<file path="config.mk">
export PLATFORM = sky130hd
export DESIGN_NAME = ex_muldiv_unit
export DESIGN_NICKNAME = d
export VERILOG_FILES = /design/src/rtl/ex_muldiv_unit.sv
export SDC_FILE = /design/constraint.sdc
export NUM_CORES = 1
export LEC_CHECK = 0
export CORE_AREA = 2 2 205 127
export DETAILED_ROUTE_END_ITERATION = 10
export DIE_AREA = 0 0 207 129
export PLACE_DENSITY = 0.84
export REMOVE_ABC_BUFFERS = 1
export SLEW_MARGIN = 20
export SYNTH_ARGS = -nofsm -noshare
export SYNTH_HDL_FRONTEND = slang
export SYNTH_SLANG_ARGS = --single-unit
</file>
<file path="constraint.sdc">
create_clock -name clk_i -period 3.53 [get_ports clk_i]
set_clock_uncertainty 0.2 [all_clocks]
set_input_delay 0.353 -clock clk_i [delete_from_list [all_inputs] [get_ports clk_i]]
set_output_delay 0.353 -clock clk_i [all_outputs]
set_load 0.05 [all_outputs]
</file>
<file path="src/rtl/ex_muldiv_unit.sv">
// ex_muldiv_unit: iterative RV32M multiply/divide for the EX stage.
// Optional MULDIV_FAST_MUL_EN: single-cycle combinational MUL path.
module ex_muldiv_unit #(
  parameter int WIDTH = 32
) (
  input  logic             clk_i,
  input  logic             rst_i,
  input  logic             valid_i,
  input  logic [9:0]       funct_i,
  input  logic [WIDTH-1:0] RS1data_i,
  input  logic [WIDTH-1:0] RS2data_i,
  input  logic [4:0]       RDaddr_i,
  output logic             stall_o,
  output logic             busy_o,
  output logic             done_o,
  output logic [WIDTH-1:0] result_o,
  output logic [4:0]       RDaddr_o
);

  localparam int CW = (WIDTH > 1) ? $clog2(WIDTH) : 1;
  localparam logic [WIDTH-1:0] MIN_V =
    {1'b1, {(WIDTH-1){1'b0}}};

  typedef enum logic [1:0] {
    S_IDLE,
    S_CALC,
    S_DONE
  } state_t;

  state_t state_q;
  state_t state_d;

  logic [2:0] f3;
  logic       m_op;
  logic       is_div;
  logic       is_sgn;
  logic       div_zero;
  logic       div_ovf;
  logic       special;
  logic       fast_mul;

  logic [WIDTH-1:0] abs_a;
  logic [WIDTH-1:0] abs_b;

  logic             mul_q;
  logic             rem_q;
  logic             negq_q;
  logic             negr_q;
  logic [4:0]       rd_q;
  logic [4:0]       rdo_q;
  logic [CW-1:0]    cnt_q;
  logic [WIDTH-1:0] acc_q;
  logic [WIDTH-1:0] x_q;
  logic [WIDTH-1:0] y_q;
  logic [WIDTH-1:0] res_q;
  logic [WIDTH-1:0] fin;

  logic [WIDTH:0] sh;
  logic [WIDTH:0] diff;

  assign f3       = funct_i[2:0];
  assign m_op     = valid_i &
                    (funct_i[9:3] == 7'b0000001);
  assign is_div   = f3[2];
  assign is_sgn   = f3[2] & ~f3[0];
  assign div_zero = is_div & (RS2data_i == '0);
  assign div_ovf  = is_sgn &
                    (RS1data_i == MIN_V) &
                    (&RS2data_i);
  assign special  = div_zero | div_ovf;

`ifdef MULDIV_FAST_MUL_EN
  assign fast_mul = ~is_div;
`else
  assign fast_mul = 1'b0;
`endif

  assign abs_a = (is_sgn & RS1data_i[WIDTH-1]) ?
                 (~RS1data_i + 1'b1) : RS1data_i;
  assign abs_b = (is_sgn & RS2data_i[WIDTH-1]) ?
                 (~RS2data_i + 1'b1) : RS2data_i;

  // Restoring-divide trial subtract: shift in next dividend bit.
  assign sh   = {acc_q, x_q[WIDTH-1]};
  assign diff = sh - {1'b0, y_q};

  // Final value from the working registers, with sign fixups.
  always_comb begin
    fin = x_q;
    unique case (1'b1)
      mul_q:   fin = acc_q;
      rem_q:   fin = negr_q ? (~acc_q + 1'b1) : acc_q;
      default: fin = negq_q ? (~x_q + 1'b1) : x_q;
    endcase
  end

  // State register.
  always_ff @(posedge clk_i) begin
    if (rst_i) state_q <= S_IDLE;
    else       state_q <= state_d;
  end

  // Next state and pipeline stall.
  always_comb begin
    state_d = state_q;
    stall_o = 1'b0;
    unique case (state_q)
      S_IDLE: begin
        if (m_op) begin
          stall_o = 1'b1;
          state_d = (special | fast_mul) ?
                    S_DONE : S_CALC;
        end
      end
      S_CALC: begin
        stall_o = 1'b1;
        if (cnt_q == '0) state_d = S_DONE;
      end
      S_DONE:  state_d = S_IDLE;
      default: state_d = S_IDLE;
    endcase
  end

  // Operand capture, iteration datapath and result hold.
  always_ff @(posedge clk_i) begin
    if (rst_i) begin
      mul_q  <= 1'b0;
      rem_q  <= 1'b0;
      negq_q <= 1'b0;
      negr_q <= 1'b0;
      rd_q   <= '0;
      rdo_q  <= '0;
      cnt_q  <= '0;
      acc_q  <= '0;
      x_q    <= '0;
      y_q    <= '0;
      res_q  <= '0;
    end else if (state_q == S_IDLE) begin
      if (m_op) begin
        rd_q   <= RDaddr_i;
        mul_q  <= ~is_div;
        rem_q  <= is_div & f3[1];
        cnt_q  <= CW'(WIDTH-1);
        negq_q <= 1'b0;
        negr_q <= 1'b0;
        acc_q  <= '0;
        x_q    <= RS1data_i;
        y_q    <= RS2data_i;
        unique case (1'b1)
          ~is_div: begin
`ifdef MULDIV_FAST_MUL_EN
            acc_q <= RS1data_i * RS2data_i;
`endif
          end
          div_zero: begin
            x_q   <= '1;
            acc_q <= RS1data_i;
          end
          div_ovf: begin
            x_q   <= MIN_V;
            acc_q <= '0;
          end
          default: begin
            x_q    <= abs_a;
            y_q    <= abs_b;
            negq_q <= is_sgn &
                      (RS1data_i[WIDTH-1] ^
                       RS2data_i[WIDTH-1]);
            negr_q <= is_sgn & RS1data_i[WIDTH-1];
          end
        endcase
      end
    end else if (state_q == S_CALC) begin
      cnt_q <= cnt_q - CW'(1);
      if (mul_q) begin
        if (y_q[0]) acc_q <= acc_q + x_q;
        x_q <= {x_q[WIDTH-2:0], 1'b0};
        y_q <= {1'b0, y_q[WIDTH-1:1]};
      end else if (!diff[WIDTH]) begin
        acc_q <= diff[WIDTH-1:0];
        x_q   <= {x_q[WIDTH-2:0], 1'b1};
      end else begin
        acc_q <= sh[WIDTH-1:0];
        x_q   <= {x_q[WIDTH-2:0], 1'b0};
      end
    end else if (state_q == S_DONE) begin
      res_q <= fin;
      rdo_q <= rd_q;
    end
  end

  assign busy_o   = (state_q != S_IDLE);
  assign done_o   = (state_q == S_DONE);
  assign result_o = done_o ? fin : res_q;
  assign RDaddr_o = done_o ? rd_q : rdo_q;

endmodule

</file>
== Word-level counts from Yosys, hierarchy flattened ==
Cells that the tools add are included.

* Flip-flop bits (word level): 149
* Input port bits: 82
* Word-level logic and storage cells: 95
* Output and inout bits: 40

* Eq/ne operators: 7
* Multiplexer cells: 36
* Bitwise logic cells: 19
* Reduce and logical (&&, ||, !) cells: 14
* $add $sub $neg: 7

{| class="wikitable"
|+ Operators by type and width
! operator !! count
|-
| 32-bit two-way mux || 20
|-
| 32-bit by 1-bit adder with 32-bit output, second input constant || 4
|-
| 32-bit inverter || 4
|-
| 32-bit one-hot mux with 3 select lines || 1
|-
| 32-bit one-hot mux with 2 select lines || 1
|-
| 33-bit by 32-bit subtractor with 33-bit output || 1
|-
| 32-bit adder || 1
|-
| 32-bit == test, second input constant || 1
|-
| 32-bit zero test || 1
|-
| 32-bit AND reduction || 1
|-
| 5-bit two-way mux || 4
|-
| 1-bit bitwise AND || 9
|-
| 2-bit AND reduction || 4
|-
| 7-bit by 1-bit == test with 1-bit output, second input constant || 1
|-
| 2-bit two-way mux || 3
|-
| 3-bit AND reduction || 2
|-
| 2-bit nonzero test || 3
|-
| 5-bit zero test || 1
|-
| 1-bit two-way mux || 5
|-
| 5-bit by 1-bit subtractor with 5-bit output, second input constant || 1
|-
| 2-bit inequality test, second input constant || 2
|-
| 1-bit inverter || 4
|-
| 2-bit one-hot mux with 2 select lines || 1
|-
| 3-bit by 1-bit inequality test with 1-bit output, second input constant || 1
|-
| other kinds (7) || 7
|}

== Longest topological paths before layout ==
* Word-level depth: 8
* Gate-level depth with buffers: 15
* Depth with buffers taken out: 13

== Least setup slack after synthesis ==
No wires, ideal clock.

* Kind: reg-to-output
* Start: reg acc_q[13]
* End: out result_o[25]
* Stages on the path, launching flop included: 10
* Data required time: 2.977 ns
* Data arrival time: 3.185 ns
* Setup slack: -0.208 ns
* Buffers on the path: 1
* Cells stage by stage: dfxtp_1 buf_6 or4_1 or2_4 nor3_4 nand4_2 o31ai_1 xnor2_1 a221oi_1 o21ai_0

* Longest elaborated chain between the ends: 5

{| class="wikitable"
|+ Ends and longest elaborated chain
! element !! line !! source
|-
| from (decl) || 52 || <nowiki>logic [WIDTH-1:0] acc_q;</nowiki>
|-
| from (signal assigned) || 157 || <nowiki>acc_q <= RS1data_i;</nowiki>
|-
| from (signal assigned) || 176 || <nowiki>if (y_q[0]) acc_q <= acc_q + x_q;</nowiki>
|-
| from (signal assigned) || 180 || <nowiki>acc_q <= diff[WIDTH-1:0];</nowiki>
|-
| 32-bit inverter || 92 || <nowiki>rem_q: fin = negr_q ? (~acc_q + 1'b1) : acc_q;</nowiki>
|-
| 32-bit by 1-bit adder with 32-bit output || 92 ||
|-
| 32-bit two-way mux || 92 ||
|-
| 32-bit one-hot mux with 2 select lines || 90 || <nowiki>unique case (1'b1)</nowiki>
|-
| 32-bit two-way mux || n/a ||
|-
| to (decl) || 16 || <nowiki>output logic [WIDTH-1:0] result_o,</nowiki>
|}

Every way passes these cells.

== Final worst setup path ==
* Start: reg x_q[16]
* End: out result_o[31]

* Longest elaborated chain between the ends: 5

{| class="wikitable"
|+ Ends and longest elaborated chain
! element !! line !! source
|-
| from (decl) || 53 || <nowiki>logic [WIDTH-1:0] x_q;</nowiki>
|-
| from (signal assigned) || 147 || <nowiki>x_q <= RS1data_i;</nowiki>
|-
| from (signal assigned) || 164 || <nowiki>x_q <= abs_a;</nowiki>
|-
| from (signal assigned) || 177 || <nowiki>x_q <= {x_q[WIDTH-2:0], 1'b0};</nowiki>
|-
| 32-bit inverter || 93 || <nowiki>default: fin = negq_q ? (~x_q + 1'b1) : x_q;</nowiki>
|-
| 32-bit by 1-bit adder with 32-bit output || 93 ||
|-
| 32-bit two-way mux || 93 ||
|-
| 32-bit one-hot mux with 2 select lines || 90 ||
|-
| 32-bit two-way mux || n/a ||
|}

Every way passes these cells.

==> flow_metrics.py <==
metrics = {
    "route": {
        "drt_pre_antenna_iters": 6,
        "routedWlPerCell_um": 22.0,
        "viasPerCell": 6.60,
        "drc": 0,
        "wirelength_um": 52800,
        "initialDrtViolationCount": 2190,
        "antenna_left": 0,
        "via_count": 15868,
    },
    "worst_setup_path": {
        "worstPathRequired_ns": 2.98,
        "cp_top_family": "simple AND/OR/NAND/NOR gates",
        "critical_path_class": "reg -> out",
        "worstPathArrival_ns": 3.37,
        "path_buf_inv": 2,
        "critPathLaunchType": "register",
        "critical-path-max-stage-delay_ns": 0.77,
        "crit_chain": "or4_1, nor4_2, nand3_4, buf_6, o31ai_2, xnor2_1, nor2_1, a221oi_2, o21ai_2, buf_12",
        "worstPathMaxFanout": 4,
        "cp_slowest_cell": "or4_1",
        "endpoint_kind": "primary output",
    },
    "power": {
        "p_per_area_nw_per_um2": 237,
        "power_switching_mw": 1.17,
        "p_leak_nw": 7.36,
        "p_int_mw": 3.09,
        "combPwrFrac_pct": 14.4,
        "clockPowerShare_pct": 45.9,
        "netSwitchingFraction_pct": 27.4,
        "seq_power_share_pct": 39.7,
        "ir_worst_vdd_mv": 0.342,
    },
    "final_layout": {
        "final_cell_count_no_fill": 2404,
        "syn_to_final_growth_pct": 35.8,
        "fillCellCount": 1866,
        "fin_nets": 2216,
        "drive_above_1_share_pct": 22.8,
        "fin_area_um2": 17900,
    },
    "global_routing": {
        "grt_overflow_total": 0,
        "antenna_found_initial": 0,
        "grt_pass1_vias": 14418,
        "grt.total_usage_pct": 36.8,
        "grt_pass1_wl_um": 78100,
        "grt_max_degree": 72,
    },
    "yosys": {
        "synth-seq-area-share_pct": 22.6,
        "syn_area_per_cell_um2": 7.31,
        "synthTopCellsByArea": "dfxtp_1 23%, ha_1 6.6%, xnor2_1 6.6%",
        "yosysTopAreaCellShare_pct": 22.6,
        "synthDistinctLibCells": 85,
        "ys_seq_elements": 149,
        "yosys_most_used_dff": "dfxtp_1",
        "async_flop_share_pct": 0,
        "synth_edf_count": 0,
        "synth_area_um2": 13200,
        "synth_top_cells_by_count": "194 x nand2_1, 174 x a21oi_1, 173 x nor2_1",
        "synth.most_common_cell": "nand2_1",
        "yosys.area.top_type": "dfxtp_1",
        "yosysWarnings": 0,
        "netlist_instances": 1805,
    },
    "timing": {
        "slew_viol_final": 0,
        "maxSlewHeadroom_pct": 37.6,
        "hold_violations": 0,
        "worst_pin_slew_ns": 0.929,
        "fin_crit_sh_pct": 111,
        "min_period_ns": 3.92,
        "worst_slack_ns": -0.394,
        "rsz0062_at_grt": "true",
        "fmax_mhz": 255,
        "setup_viol": 20,
    },
    "placed_design": {
        "dpl_cell_area_um2": 16200,
        "io_buffers": 121,
        "place_congestion": 1.03,
        "dp_cells": 2345,
        "dp_hpwl_um": 37200,
    },
    "status": {
        "status": "finished, violations left",
        "violations": "setup timing",
    },
    "floorplanning": {
        "pin_count": 122,
        "start_util_pct": 53.2,
        "core_um2": 24800,
        "floorplan.die_area_um2": 26700,
        "dieHeight_um": 129,
        "rows": 45,
        "die_w_um": 207,
    },
    "cts": {
        "cts_max_path_buffers": 2,
        "path_clk_slew_ns": 0.07,
        "clk-insertion-delay-late_ns": 0.45,
        "cts_inserted_buffers": 17,
        "root_buffer": "clkbuf_16",
        "cts.sinks": 149,
        "cts_hold_buf": 0,
        "cts_tree": "built",
        "h-tree-depth": 4,
    },
    "min_path": {
        "hold_path.class": "in -> reg",
    },
    "run": {
        "cap_violations": 0,
    },
}
[area by class of cell]
| class | instances | area (um2) | share of cell area (%) |
|---|---|---|---|
| inverters | 61 | 229 | 1.28 |
| clock inverters | 14 | 178 | 0.992 |
| multi-input cells | 1480 | 10300 | 57.7 |
| repair buffers | 353 | 3320 | 18.5 |
| clock buffers | 17 | 425 | 2.38 |
| flip-flops and latches | 149 | 3000 | 16.7 |
| diodes | 1 | 2.50 | 0.0140 |
| well taps | 329 | 412 | 2.30 |
[metal layers]
layer | up-vias | wire length [um] | global-route usage [%]
met2 | 1051 | 22300 | 55.3
met5 | - | 0 | 0
met1 | 7536 | 22100 | 51.0
met3 | 187 | 6700 | 11.0
met4 | 0 | 1690 | 10.4
li1 | 7094 | - | -
[worst register-to-register path, stage by stage (launching register included)]
cell and delay (ns):
dfxtp_2 0.36, inv_2 0.06, ha_4 0.16, fa_2 0.35
nand2b_4 0.16, a211oi_4 0.34, buf_4 0.18, nor3b_2 0.06
o41ai_2 0.41, buf_4 0.22, o21ai_2 0.08, o21ai_1 0.16
buf_4 0.14, xor2_1 0.07, mux2_2 0.27, mux2i_1 0.12
o21ai_1 0.07
[registers in the layout, indices dropped and copies added, names as in the netlist]
signal and count:
acc_q 32, res_q 32, x_q 32, y_q 32, cnt_q 5, rd_q 5, rdo_q 5, state_q 2
mul_q 1, negq_q 1, negr_q 1, rem_q 1
[cell families after synthesis]
logic type	share of synthesized area, %
flip-flops	22.6
XOR/XNOR	11.4
adder cells (fa/ha/maj)	6.94
AO/OA/AOI/OAI	30.3
multiplexers	1.69
buffers and inverters	5.32
AND/OR/NAND/NOR	21.8
[placed cells by master (no fill, tap or decap), types with 9 or more instances in the layout]
cell type and instances:
buf_6 9, dfxtp_1 136, nand2b_1 11, nor3_1 41, nand3_1 24, o31ai_1 26
clkdlybuf4s50_1 81, buf_12 35, a21oi_1 165, a211oi_1 40, mux2i_1 9, o21ai_2 10
xor2_1 70, o21ai_0 89, o221ai_1 15, dfxtp_2 13, o21ai_1 24, xnor2_1 95
a22oi_1 27, nand2_1 189, o211ai_1 33, a221oi_2 13, a21o_1 34, ha_1 65
clkbuf_16 17, nor2_1 168, buf_4 227, a221oi_1 9, inv_1 57, nand4_1 16
o22ai_1 11, or3_1 14, a31oi_1 18, nor2b_1 42
[timing repair]
| item | in CTS | in global routing |
|---|---|---|
| pin swaps | 20 | 55 |
| gates cloned | 0 | 1 |
| setup buffers | 11 | 18 |
| resized for setup | 59 | 141 |
| setup endpoints to repair | 54 | 56 |
[stage by stage]
stage / util, % / power, mW / hold WS, ns / worst slack, ns / TNS [ns]
final: 72.3 / 4.25 / 0.0606 / -0.394 / -4.69
after global routing: 72.3 / 4.36 / 0.0698 / -0.480 / -7.10
after CTS: 69.4 / 4.19 / 0.0507 / -0.338 / -2.69
after detailed placement: 65.6 / 2.26 / 0.260 / -0.421 / -2.02
after global placement: 65.5 / 2.25 / 0.243 / -1.19 / -1.33
after floorplan: - / 1.95 / 0.217 / -3.82 / -328.84
[final timing paths]
path                 from           end  slack, ns  cells past startpoint
hold reg to reg   rd_q[4]       rd_q[4]       0.27                      2
setup / recovery  x_q[16]  result_o[31]      -0.39                     10
hold / removal      rst_i     res_q[26]       0.06                      2
setup reg to reg  x_q[31]     acc_q[26]       0.01                     16
[power by group through the flow]
stage                     Sequential, mW  Combinational, mW  Clock (mW)
after floorplan                     1.73              0.225           0
after global placement              1.73              0.521           0
after detailed placement            1.73              0.529           0
after CTS                           1.69              0.551        1.95
after global routing                1.69              0.644        2.03
final                               1.69              0.613        1.95
Note: power is estimated with default switching activity, not from simulation.
